--- src/rtl/adc128s022_scanner_if.sv ---
// Control, SPI pin and result-stream bundle for adc128s022_scanner.
// master = scanner side, slave = consumer / board side.
interface adc128s022_scanner_if;
   logic        enable;
   logic [7:0]  chan_mask;
   logic        ADC_CS_N;
   logic        ADC_SCLK;
   logic        ADC_SADDR;
   logic        ADC_SDAT;
   logic        busy;
   logic        sample_valid;
   logic [2:0]  sample_chan;
   logic [11:0] sample_data;
   logic        frame_err;

   modport master (
      input  enable, chan_mask, ADC_SDAT,
      output ADC_CS_N, ADC_SCLK, ADC_SADDR, busy,
             sample_valid, sample_chan, sample_data, frame_err
   );

   modport slave (
      output enable, chan_mask, ADC_SDAT,
      input  ADC_CS_N, ADC_SCLK, ADC_SADDR, busy,
             sample_valid, sample_chan, sample_data, frame_err
   );
endinterface

--- src/rtl/adc128s022_scanner.sv ---
// Round-robin SPI scanner for the ADC128S022; results lag the sent address by one frame.
// Define ADC128S022_ZERO_CHECK_EN to flag frames whose four leading bits are not zero.
module adc128s022_scanner #(
   parameter int unsigned CLK_DIV_HALF = 8,
   parameter int unsigned CS_GAP       = 4
) (
   input  logic                        CLOCK_50,
   input  logic                        reset,
   adc128s022_scanner_if.master        bus
);
   typedef enum logic [1:0] {IDLE, SETUP, SHIFT, GAP} state_t;

   localparam logic [7:0] HALF_LAST = 8'(CLK_DIV_HALF - 1);
   localparam logic [7:0] GAP_LAST  = 8'(CS_GAP - 1);
`ifdef ADC128S022_ZERO_CHECK_EN
   localparam int unsigned RX_W = 16;
`else
   localparam int unsigned RX_W = 12;
`endif

   state_t            r_state, w_state_nxt;
   logic [7:0]        r_cnt;
   logic              r_phase_hi;
   logic [3:0]        r_bit;
   logic [2:0]        r_ptr, r_cur_addr, r_prev_addr;
   logic              r_prime;
   logic [15:0]       r_tx;
   logic [RX_W-1:0]   r_rx;
   logic              r_cs_n, r_sclk, r_saddr, r_busy, r_valid;
   logic [2:0]        r_chan;
   logic [11:0]       r_data;

   logic              w_run, w_half_done, w_gap_done;
   logic              w_start, w_from_idle, w_fall, w_rise, w_end;
   logic [2:0]        w_addr, w_idx;
   logic              w_found;

   assign w_run       = bus.enable && (bus.chan_mask != '0);
   assign w_half_done = (r_cnt == HALF_LAST);
   assign w_gap_done  = (r_cnt == GAP_LAST);

   // Next enabled channel after the pointer, wrapping 7 -> 0.
   always_comb begin
      w_addr  = r_ptr;
      w_found = 1'b0;
      w_idx   = r_ptr;
      for (int unsigned i = 1; i <= 8; i++) begin
         w_idx = r_ptr + 3'(i);
         if (!w_found && bus.chan_mask[w_idx]) begin
            w_addr  = w_idx;
            w_found = 1'b1;
         end
      end
   end

   always_ff @(posedge CLOCK_50) begin
      if (reset) r_state <= IDLE;
      else       r_state <= w_state_nxt;
   end

   always_comb begin
      w_state_nxt = r_state;
      w_start     = 1'b0;
      w_from_idle = 1'b0;
      w_fall      = 1'b0;
      w_rise      = 1'b0;
      w_end       = 1'b0;
      unique case (r_state)
         IDLE:
            if (w_run) begin
               w_state_nxt = SETUP;
               w_start     = 1'b1;
               w_from_idle = 1'b1;
            end
         SETUP:
            if (w_half_done) begin
               w_state_nxt = SHIFT;
               w_fall      = 1'b1;
            end
         SHIFT:
            if (w_half_done) begin
               if (!r_phase_hi) begin
                  w_rise = 1'b1;
               end else if (r_bit == 4'd15) begin
                  w_state_nxt = GAP;
                  w_end       = 1'b1;
               end else begin
                  w_fall = 1'b1;
               end
            end
         GAP:
            if (w_gap_done) begin
               if (w_run) begin
                  w_state_nxt = SETUP;
                  w_start     = 1'b1;
               end else begin
                  w_state_nxt = IDLE;
               end
            end
         default: w_state_nxt = IDLE;
      endcase
   end

   always_ff @(posedge CLOCK_50) begin
      if (reset) begin
         r_cnt       <= '0;
         r_phase_hi  <= 1'b1;
         r_bit       <= '0;
         r_ptr       <= 3'd7;
         r_cur_addr  <= '0;
         r_prev_addr <= '0;
         r_prime     <= 1'b0;
         r_tx        <= '0;
         r_rx        <= '0;
         r_cs_n      <= 1'b1;
         r_sclk      <= 1'b1;
         r_saddr     <= 1'b0;
         r_busy      <= 1'b0;
         r_valid     <= 1'b0;
         r_chan      <= '0;
         r_data      <= '0;
      end else begin
         r_valid <= 1'b0;
         r_busy  <= (w_state_nxt != IDLE);
         r_cnt   <= (r_state == IDLE || w_start || w_fall || w_rise || w_end) ? '0 : r_cnt + 8'd1;
         if (w_start) begin
            r_cs_n     <= 1'b0;
            r_ptr      <= w_addr;
            r_cur_addr <= w_addr;
            r_tx       <= {2'b00, w_addr, 11'b0};
            if (w_from_idle) r_prime <= 1'b1;
         end
         if (w_fall) begin
            r_sclk     <= 1'b0;
            r_saddr    <= r_tx[15];
            r_tx       <= {r_tx[14:0], 1'b0};
            r_phase_hi <= 1'b0;
            r_bit      <= (r_state == SETUP) ? '0 : r_bit + 4'd1;
         end
         if (w_rise) begin
            r_sclk     <= 1'b1;
            r_rx       <= {r_rx[RX_W-2:0], bus.ADC_SDAT};
            r_phase_hi <= 1'b1;
         end
         // rx holds the conversion for the address sent one frame earlier.
         if (w_end) begin
            r_cs_n      <= 1'b1;
            r_saddr     <= 1'b0;
            r_prev_addr <= r_cur_addr;
            if (r_prime) begin
               r_prime <= 1'b0;
            end else begin
               r_valid <= 1'b1;
               r_data  <= r_rx[11:0];
               r_chan  <= r_prev_addr;
            end
         end
      end
   end

`ifdef ADC128S022_ZERO_CHECK_EN
   logic r_err;
   always_ff @(posedge CLOCK_50) begin
      if (reset) r_err <= 1'b0;
      else       r_err <= w_end && !r_prime && (r_rx[15:12] != 4'd0);
   end
   assign bus.frame_err = r_err;
`else
   assign bus.frame_err = 1'b0;
`endif

   assign bus.ADC_CS_N     = r_cs_n;
   assign bus.ADC_SCLK     = r_sclk;
   assign bus.ADC_SADDR    = r_saddr;
   assign bus.busy         = r_busy;
   assign bus.sample_valid = r_valid;
   assign bus.sample_chan  = r_chan;
   assign bus.sample_data  = r_data;
endmodule

--- src/flat_wrapper.sv ---
// flat-port wrapper written by rule: the top's interface ports become plain ports
module adc128s022_scanner_flat 
#(
   parameter int unsigned CLK_DIV_HALF = 8,
   parameter int unsigned CS_GAP       = 4
)
  (CLOCK_50, reset, bus_enable, bus_chan_mask, bus_ADC_SDAT, bus_ADC_CS_N, bus_ADC_SCLK, bus_ADC_SADDR, bus_busy, bus_sample_valid, bus_sample_chan, bus_sample_data, bus_frame_err);
  adc128s022_scanner_if bus_i ();
  input  logic CLOCK_50;
  input  logic reset;
  input wire logic [$bits(bus_i.enable)-1:0] bus_enable;
  input wire logic [$bits(bus_i.chan_mask)-1:0] bus_chan_mask;
  input wire logic [$bits(bus_i.ADC_SDAT)-1:0] bus_ADC_SDAT;
  output wire logic [$bits(bus_i.ADC_CS_N)-1:0] bus_ADC_CS_N;
  output wire logic [$bits(bus_i.ADC_SCLK)-1:0] bus_ADC_SCLK;
  output wire logic [$bits(bus_i.ADC_SADDR)-1:0] bus_ADC_SADDR;
  output wire logic [$bits(bus_i.busy)-1:0] bus_busy;
  output wire logic [$bits(bus_i.sample_valid)-1:0] bus_sample_valid;
  output wire logic [$bits(bus_i.sample_chan)-1:0] bus_sample_chan;
  output wire logic [$bits(bus_i.sample_data)-1:0] bus_sample_data;
  output wire logic [$bits(bus_i.frame_err)-1:0] bus_frame_err;
  assign bus_i.enable = bus_enable;
  assign bus_i.chan_mask = bus_chan_mask;
  assign bus_i.ADC_SDAT = bus_ADC_SDAT;
  assign bus_ADC_CS_N = bus_i.ADC_CS_N;
  assign bus_ADC_SCLK = bus_i.ADC_SCLK;
  assign bus_ADC_SADDR = bus_i.ADC_SADDR;
  assign bus_busy = bus_i.busy;
  assign bus_sample_valid = bus_i.sample_valid;
  assign bus_sample_chan = bus_i.sample_chan;
  assign bus_sample_data = bus_i.sample_data;
  assign bus_frame_err = bus_i.frame_err;
  adc128s022_scanner #(.CLK_DIV_HALF(CLK_DIV_HALF), .CS_GAP(CS_GAP)) u_core (.CLOCK_50(CLOCK_50), .reset(reset), .bus(bus_i));
endmodule
--- config.mk ---
export PLATFORM = sky130hd
export DESIGN_NAME = adc128s022_scanner_flat
export DESIGN_NICKNAME = d
export VERILOG_FILES = /design/src/rtl/adc128s022_scanner_if.sv /design/src/rtl/adc128s022_scanner.sv /design/src/flat_wrapper.sv
export SDC_FILE = /design/constraint.sdc
export NUM_CORES = 1
export LEC_CHECK = 0
export BUFFER_PORTS_ARGS = -buffer_cell sky130_fd_sc_hd__buf_2
export CORE_MARGIN = 2
export CORE_UTILIZATION = 50
export CTS_CLUSTER_DIAMETER = 40
export DETAILED_ROUTE_END_ITERATION = 10
export PLACE_DENSITY = 0.73
export SYNTH_ARGS = -nofsm -noshare
export SYNTH_HDL_FRONTEND = slang
export SYNTH_SLANG_ARGS = --single-unit
--- constraint.sdc ---
create_clock -name CLOCK_50 -period 3.8 [get_ports CLOCK_50]
set_input_delay 0.19 -clock CLOCK_50 [delete_from_list [all_inputs] [get_ports CLOCK_50]]
set_output_delay 0.19 -clock CLOCK_50 [all_outputs]
set_load 0.02 [all_outputs]
==> results of run 1 <==
-- worst max-delay path: stages, from the launching register on --
cell and delay, ps:
sky130_fd_sc_hd__dfxtp_1 330, sky130_fd_sc_hd__inv_1 110, sky130_fd_sc_hd__ha_1 690, sky130_fd_sc_hd__mux2i_1 320, sky130_fd_sc_hd__mux4_2 300, sky130_fd_sc_hd__a32oi_4 170, sky130_fd_sc_hd__or4_4 640, sky130_fd_sc_hd__o31a_1 310
sky130_fd_sc_hd__o311ai_1 140, sky130_fd_sc_hd__a311oi_1 160
-- layout by cell type (no fill, tap or decap), types with 2 or more instances in the layout --
master,netlist,routed
sky130_fd_sc_hd__nand2b_1,3,3
sky130_fd_sc_hd__nor4b_1,3,3
sky130_fd_sc_hd__o22ai_1,2,2
sky130_fd_sc_hd__xor2_1,5,5
sky130_fd_sc_hd__o31ai_1,3,3
sky130_fd_sc_hd__nor4_1,4,4
sky130_fd_sc_hd__o21bai_1,2,2
sky130_fd_sc_hd__nor2_1,43,43
sky130_fd_sc_hd__clkbuf_8,0,9
sky130_fd_sc_hd__a31oi_1,2,2
sky130_fd_sc_hd__clkinvlp_4,0,2
sky130_fd_sc_hd__nor2b_1,4,4
sky130_fd_sc_hd__mux2i_1,33,33
sky130_fd_sc_hd__nor3b_1,2,2
sky130_fd_sc_hd__nand3b_1,4,4
sky130_fd_sc_hd__nand3_1,8,8
sky130_fd_sc_hd__o31a_1,2,2
sky130_fd_sc_hd__nand4_1,4,4
sky130_fd_sc_hd__nor3_1,8,8
sky130_fd_sc_hd__a22o_1,2,2
sky130_fd_sc_hd__dfxtp_1,61,61
sky130_fd_sc_hd__or3_1,2,2
sky130_fd_sc_hd__nand2_1,49,49
sky130_fd_sc_hd__mux2_2,4,4
sky130_fd_sc_hd__o21a_1,3,3
sky130_fd_sc_hd__mux4_2,12,12
sky130_fd_sc_hd__ha_1,9,9
sky130_fd_sc_hd__or4_1,2,2
sky130_fd_sc_hd__a21oi_1,33,33
sky130_fd_sc_hd__inv_1,9,9
sky130_fd_sc_hd__mux2i_4,2,2
sky130_fd_sc_hd__o21ai_0,4,4
sky130_fd_sc_hd__clkinv_2,1,3
sky130_fd_sc_hd__buf_4,2,5
sky130_fd_sc_hd__xnor2_1,3,3
sky130_fd_sc_hd__and3_1,6,6
sky130_fd_sc_hd__o21ai_1,3,3
sky130_fd_sc_hd__a211oi_1,5,5
sky130_fd_sc_hd__buf_2,5,31
-- logic make-up after synthesis --
logic type / count (synthesis)
and+or+nand+nor: 156
AOI/OAI and AO/OA: 74
DFF: 61
muxes: 51
buffers and inverters: 35
adders and majority gates: 9
xor gates and xnor gates: 9
other: 1
-- stage by stage --
stage | setup slack [ps] | util | instance area (um2) | hold WS, ps
after floorplan | 385 | - | 3560 | 337
after global placement | 696 | 0.549 | 3750 | 423
after detailed placement | 524 | 0.549 | 3750 | 438
after CTS | 523 | 0.577 | 3940 | 87.5
after global routing | 325 | 0.577 | 3940 | 139
final | 492 | 0.577 | 3940 | 97.1
-- power by group through the flow --
| stage | Sequential [mW] | Combinational, mW | Clock [mW] |
|---|---|---|---|
| floorplan | 0.690 | 0.539 | 0 |
| global placement | 0.701 | 0.620 | 0 |
| detailed placement | 0.701 | 0.634 | 0 |
| CTS | 0.687 | 0.636 | 0.570 |
| global route | 0.690 | 0.698 | 0.597 |
| finish | 0.687 | 0.643 | 0.559 |
-- final cells by class --
class,count,area [um2]
Fill cell,618,2890
Multi-Input combinational cell,300,2170
Sequential cell,61,1220
Timing Repair Buffer,36,193
Clock buffer,10,128
Tap cell,96,120
Clock inverter,6,63.8
Inverter,11,42.5
-- metal layers --
metal	global-route usage	wire length [um]	up-vias
li1	-	-	1475
met1	0.275	3620	1380
met2	0.325	3540	65
met3	0.0466	288	10
met4	0.0785	126	0
met5	0	0	-
-- worst max path at each step --
| stage | cells after the start | slack, ps | endpoint |
|---|---|---|---|
| after floorplan | 13 | 380 | u_core.r_tx[13]$_SDFFE_PP0P_ |
| after detailed placement | 9 | 520 | u_core.r_tx[13]$_SDFFE_PP0P_ |
| final | 9 | 490 | u_core.r_tx[13]$_SDFFE_PP0P_ |
| after global placement | 9 | 700 | u_core.r_tx[13]$_SDFFE_PP0P_ |
| after CTS | 9 | 520 | u_core.r_tx[13]$_SDFFE_PP0P_ |
| after global routing | 9 | 320 | u_core.r_tx[13]$_SDFFE_PP0P_ |
-- state kept, by name, indices dropped and copies added, names as in the netlist, 3 cells and up --
name and count:
u_core.r_cnt 8, u_core.r_rx 12, u_core.r_tx 5, u_core.bus.sample_data 12
u_core.bus.sample_chan 3, u_core.r_bit 4, u_core.r_prev_addr 3, u_core.r_ptr 3
u_core.r_cur_addr 3
==> Implementation_results.wiki, run 1 <==
{| class="wikitable"
! Metric !! Value
|-
| Number of violations reported at the end of detailed-routing iteration 0 || roughly 190
|-
| Final Hold Viols || 0
|-
| Largest family of logic cells by synthesized area || simple AND/OR/NAND/NOR gates
|-
| Share of the synthesized netlist area taken by xor and xnor gates || 0.0243
|-
| Unrepaired setup endpoints after global routing || false
|-
| Ys async rst share || 0
|-
| Internal Power || about 1.2 mW
|-
| Number of nets produced by synthesis || 417
|-
| Main area contributors after synthesis || sky130_fd_sc_hd__dfxtp_1, sky130_fd_sc_hd__mux2i_1, sky130_fd_sc_hd__mux4_2, sky130_fd_sc_hd__nand2_1, sky130_fd_sc_hd__a21oi_1
|-
| Endpoint of the worst hold-timing path || u_core.r_rx[0]$_SDFFE_PP0P_
|-
| Routability cong. || 0.871
|-
| Setup slack on the worst flop-to-flop path || between 400 and 500 ps
|-
| Sequential power share || 0.364
|-
| Most instantiated library cell after synthesis || sky130_fd_sc_hd__dfxtp_1
|-
| CTS tree || built
|-
| Post-Synth Simple-Gate Area || 0.219
|-
| Sw Share || 0.341
|-
| Area of the core || 6830 um2
|-
| Fraction of synthesized cell area taken by the top area cell type || 0.343
|-
| Placed Cells || 504
|-
| Clock Sink Count || 61
|-
| Final max-slew violation count || 0
|-
| Peak fanout along the critical path || 17
|-
| Post-synthesis to final-layout area growth || 10.8%
|-
| Via count of the first global-routing pass || roughly 2700
|-
| CTS clk-pin slew, worst paths || ~70 ps
|-
| Start of the worst register-to-register path || u_core.r_ptr[1]$_SDFFE_PP1P_
|-
| Gate count after technology mapping || 396
|-
| Hold Buf Count CTS || 0
|-
| Synth warn || 0
|-
| H-Tree Depth || 3
|-
| Overall routed net length || 7.57 mm
|-
| Clock insertion delay at the later pin of the skew report || 330 ps
|-
| DRC violations left || 0
|-
| Total power density per cell area || 479 nW/um2
|-
| Combinational fraction of design power || 0.340
|-
| Clock Power Share || 0.296
|-
| Number of library cell types mapped by synthesis || 69
|-
| Result of the run || completed
|-
| Cell depth of the worst flop-to-flop path || 9
|-
| Final net count || 440
|-
| Required time at the worst-slack endpoint || between 3000 and 4000 ps
|-
| I/O pin total || 33
|-
| Drt first pass iters || 5
|-
| Fraction of synthesized area in multiplexers || 0.194
|-
| Crit start category || register
|-
| Worst rel slew slack || 0.393
|-
| Ratio of cells with drive above 1 in the final layout || 0.200
|-
| Kind of capture point of the worst setup path || register
|-
| Start-to-end type of the worst setup path || reg2reg
|-
| Top post-synthesis cells by count || sky130_fd_sc_hd__dfxtp_1, sky130_fd_sc_hd__nand2_1, sky130_fd_sc_hd__nor2_1
|-
| Final cycle utilization of the critical path || 0.871
|-
| Worst vdd rail ir drop || 0.000268 V
|-
| Main synth FF type || sky130_fd_sc_hd__dfxtp_1
|-
| DR vias || between 2000 and 3000
|-
| Resized Gates After CTS || 0
|-
| Number of stages on the worst hold path || 3
|-
| Mapped cell area || approximately 3600 um2
|-
| Total Negative Setup Slacks || 0 ps
|-
| Leading area contributor after synthesis || sky130_fd_sc_hd__dfxtp_1
|-
| Maximum number of pins on one net before global-route repair || 38
|-
| Largest buffer count on any clock path || 2
|-
| Register bit total from synthesis || 61
|-
| Minimum period implied by the final worst setup slack || approximately 3300 ps
|-
| Synthesized-area fraction occupied by ao, oa, aoi and oai cells || 0.141
|-
| Max-capacitance violation count || 0
|-
| Post-DR wirelength/cell || 14.6 um
|-
| Count of final setup violators || 0
|-
| LEAKAGE || 1.55 nW
|-
| Min-delay worst type || in2reg
|-
| Tightest Pin Transition || 910 ps
|-
| Overall fraction of global-route tracks in use || 0.205
|-
| EDFF count, synth || 0
|-
| Inserted Clock Buffers || 9
|-
| Wire length of the first global-routing pass || 12.7 mm
|-
| Detail-routed via count per cell || 5.63
|-
| Placement row count || 30
|-
| Final Total Pwr || 1.89 mW
|-
| Starting density of the core || 0.521
|-
| Die Footprint || 7800 um2
|-
| Antenna Diode Count || 0
|-
| Synth Area per Inst || 8.98 um2
|-
| Antenna violations before repair || 0
|-
| Reg-to-reg endpoint || u_core.r_tx[13]$_SDFFE_PP0P_
|-
| Vert. Die Dim || slightly below 90 um
|-
| Beginning of the critical path || u_core.r_ptr[1]$_SDFFE_PP1P_
|-
| Net Sw Power || 0.645 mW
|-
| Half-perimeter wire length after placement || between 5 and 6 mm
|-
| Global route total overflow || 0
|-
| Post-CTS setup repair buffer count || 0
|-
| CTS Root Buffer Type || sky130_fd_sc_hd__clkbuf_8
|-
| Die Width || roughly 88 um
|-
| Worst Hold Launch || bus_ADC_SDAT
|-
| Max Clk Rate || approximately 300 MHz
|-
| Endpoint arrival time on the critical path || 3500 ps
|-
| Register area share after synthesis || 0.343
|-
| Port Buffers || 31
|-
| Post-DRT Antenna Nets || 0
|-
| Synth Area in Adders || 0.0317
|-
| Post-Layout Cell Count || between 500 and 600
|-
| Max Clock Skew || 7.18 ps
|}
No activity file was read; power rests on OpenSTA's default activity.
==> inputs of run 2 (changes only) <==
RECOVER_POWER = 100   (was default)
==> Implementation_results.wiki, run 2 (synthesized netlist as in run 1, its figures left out) <==
{| class="wikitable"
! Metric !! Value
|-
| DR WL met3 || ~280 um
|-
| Post-DR wirelength/cell || 14.6 um
|-
| Placement row count || 30
|-
| Drt first pass iters || 4
|-
| Start of the worst register-to-register path || u_core.r_ptr[1]$_SDFFE_PP1P_
|-
| Worst vdd rail ir drop || 0.000274 V
|-
| Clock insertion delay at the later pin of the skew report || 330 ps
|-
| DR vias || 2933
|-
| H-Tree Depth || 3
|-
| Routability cong. || 0.871
|-
| Overall routed net length || 7.58 mm
|-
| CTS Root Buffer Type || sky130_fd_sc_hd__clkbuf_8
|-
| Met2 wire length || 3.60 mm
|-
| Metal1 wirelength || around 3.6 mm
|-
| Post-CTS setup repair buffer count || 0
|-
| Result of the run || completed
|-
| Die Footprint || 7800 um2
|-
| Inserted Clock Buffers || 9
|-
| Maximum number of pins on one net before global-route repair || 38
|-
| Unrepaired setup endpoints after global routing || false
|-
| Clock Sink Count || 61
|-
| Cell depth of the worst flop-to-flop path || 9
|-
| Reg-to-reg endpoint || u_core.r_tx[13]$_SDFFE_PP0P_
|-
| Global route total overflow || 0
|-
| Max Clock Skew || 8.27 ps
|-
| Endpoint arrival time on the critical path || 3560 ps
|-
| Hold Buf Count CTS || 0
|-
| Resized Gates After CTS || 0
|-
| Antenna Diode Count || 0
|-
| Kind of capture point of the worst setup path || register
|-
| Post-DRT Antenna Nets || 0
|-
| Final cycle utilization of the critical path || 0.891
|-
| Port Buffers || 31
|-
| Peak fanout along the critical path || 17
|-
| Total power density per cell area || around 480 nW/um2
|-
| Start-to-end type of the worst setup path || reg2reg
|-
| Die Width || a little under 90 um
|-
| Total Negative Setup Slacks || 0 ps
|-
| Leading cell type in the layout, fill and taps excluded || sky130_fd_sc_hd__dfxtp_1
|-
| Max Clk Rate || roughly 300 MHz
|-
| Required time at the worst-slack endpoint || 3970 ps
|-
| Number of stages on the worst hold path || 3
|-
| Area of the core || 6830 um2
|-
| Final Hold Viols || 0
|-
| Final net count || 440
|-
| Number of violations reported at the end of detailed-routing iteration 0 || about 200
|-
| Post-synthesis to final-layout area growth || 8.94%
|-
| Tightest Pin Transition || 896 ps
|-
| Endpoint of the worst hold-timing path || u_core.r_rx[0]$_SDFFE_PP0P_
|-
| Final max-slew violation count || 0
|-
| Highest routed layer || met4
|-
| I/O pin total || 33
|-
| Min-delay worst type || in2reg
|-
| Worst Hold Launch || bus_ADC_SDAT
|-
| CTS clk-pin slew, worst paths || 70 ps
|-
| Vert. Die Dim || 88.3 um
|-
| Starting density of the core || 0.521
|-
| Half-perimeter wire length after placement || 5.33 mm
|-
| Crit start category || register
|-
| Largest buffer count on any clock path || 2
|-
| Ratio of cells with drive above 1 in the final layout || 0.137
|-
| LEAKAGE || 1.44 nW
|-
| CTS tree || built
|-
| Worst rel slew slack || 0.403
|-
| Count of final setup violators || 0
|-
| Overall fraction of global-route tracks in use || 0.205
|-
| Antenna violations before repair || 0
|-
| Max-capacitance violation count || 0
|-
| Leading cell types in the layout, fill and taps excluded || sky130_fd_sc_hd__dfxtp_1, sky130_fd_sc_hd__nand2_1, sky130_fd_sc_hd__nor2_1, sky130_fd_sc_hd__a21oi_1, sky130_fd_sc_hd__mux2i_1
|-
| Minimum period implied by the final worst setup slack || 3390 ps
|-
| Minimum setup slack in the final design || 413 ps
|-
| Wire length of the first global-routing pass || 12.7 mm
|-
| Detail-routed via count per cell || 5.64
|-
| Setup slack on the worst flop-to-flop path || approximately 410 ps
|-
| Worst-case setup slack after placement || between 500 and 600 ps
|-
| DRC violations left || 0
|-
| Via count of the first global-routing pass || approximately 2700
|}
[run 2: cell type report]
cell class / count / area, um2
Sequential cell: 61 / 1220
Tap cell: 96 / 120
Clock buffer: 10 / 128
Timing Repair Buffer: 36 / 168
Multi-Input combinational cell: 300 / 2130
Fill cell: 635 / 2960
Clock inverter: 6 / 63.8
Inverter: 11 / 42.5
[run 2: layer usage]
| layer | vias up | GRT usage |
|---|---|---|
| met5 | - | 0 |
| met4 | 0 | 0.0785 |
| met2 | 64 | 0.325 |
| li1 | 1468 | - |
| met1 | 1395 | 0.275 |
| met3 | 6 | 0.0466 |
[run 2: how the worst max path moves through the flow]
stage                                 start                            to  depth (start not counted)
2_1_floorplan  u_core.r_ptr[1]$_SDFFE_PP1P_  u_core.r_tx[13]$_SDFFE_PP0P_                         13
3_3_place_gp   u_core.r_ptr[1]$_SDFFE_PP1P_  u_core.r_tx[13]$_SDFFE_PP0P_                          9
3_5_place_dp   u_core.r_ptr[1]$_SDFFE_PP1P_  u_core.r_tx[13]$_SDFFE_PP0P_                          9
4_1_cts        u_core.r_ptr[1]$_SDFFE_PP1P_  u_core.r_tx[13]$_SDFFE_PP0P_                          9
5_1_grt        u_core.r_ptr[1]$_SDFFE_PP1P_  u_core.r_tx[11]$_SDFFE_PP0P_                          9
6_report       u_core.r_ptr[1]$_SDFFE_PP1P_  u_core.r_tx[13]$_SDFFE_PP0P_                          9
[run 2: power breakdown]
| part | internal (mW) | switching, mW | total [mW] |
|---|---|---|---|
| Clock | 0.302 | 0.259 | 0.561 |
| Combinational | 0.272 | 0.353 | 0.625 |
| Sequential | 0.663 | 0.0241 | 0.687 |
| Total | 1.24 | 0.636 | 1.87 |
[run 2: per-stage QoR]
stage          utilization  hold WS (ps)  cells  power (mW)  instance area [um2]
6_report             0.567          97.9    520        1.87                 3870
5_1_grt              0.567           139    520        1.97                 3870
4_1_cts              0.577          87.5    520        1.89                 3940
3_5_place_dp         0.549           438    504        1.34                 3750
3_3_place_gp         0.549           423    504        1.32                 3750
2_1_floorplan            -           337    396        1.23                 3560
[run 2: critical path, cell delays in order, from the launching register on]
cell,delay (ps)
sky130_fd_sc_hd__dfxtp_1,330
sky130_fd_sc_hd__inv_1,110
sky130_fd_sc_hd__ha_1,690
sky130_fd_sc_hd__mux2i_1,320
sky130_fd_sc_hd__mux4_2,280
sky130_fd_sc_hd__a32oi_2,200
sky130_fd_sc_hd__or4_1,680
sky130_fd_sc_hd__o31a_1,320
sky130_fd_sc_hd__o311ai_1,140
sky130_fd_sc_hd__a311oi_1,150
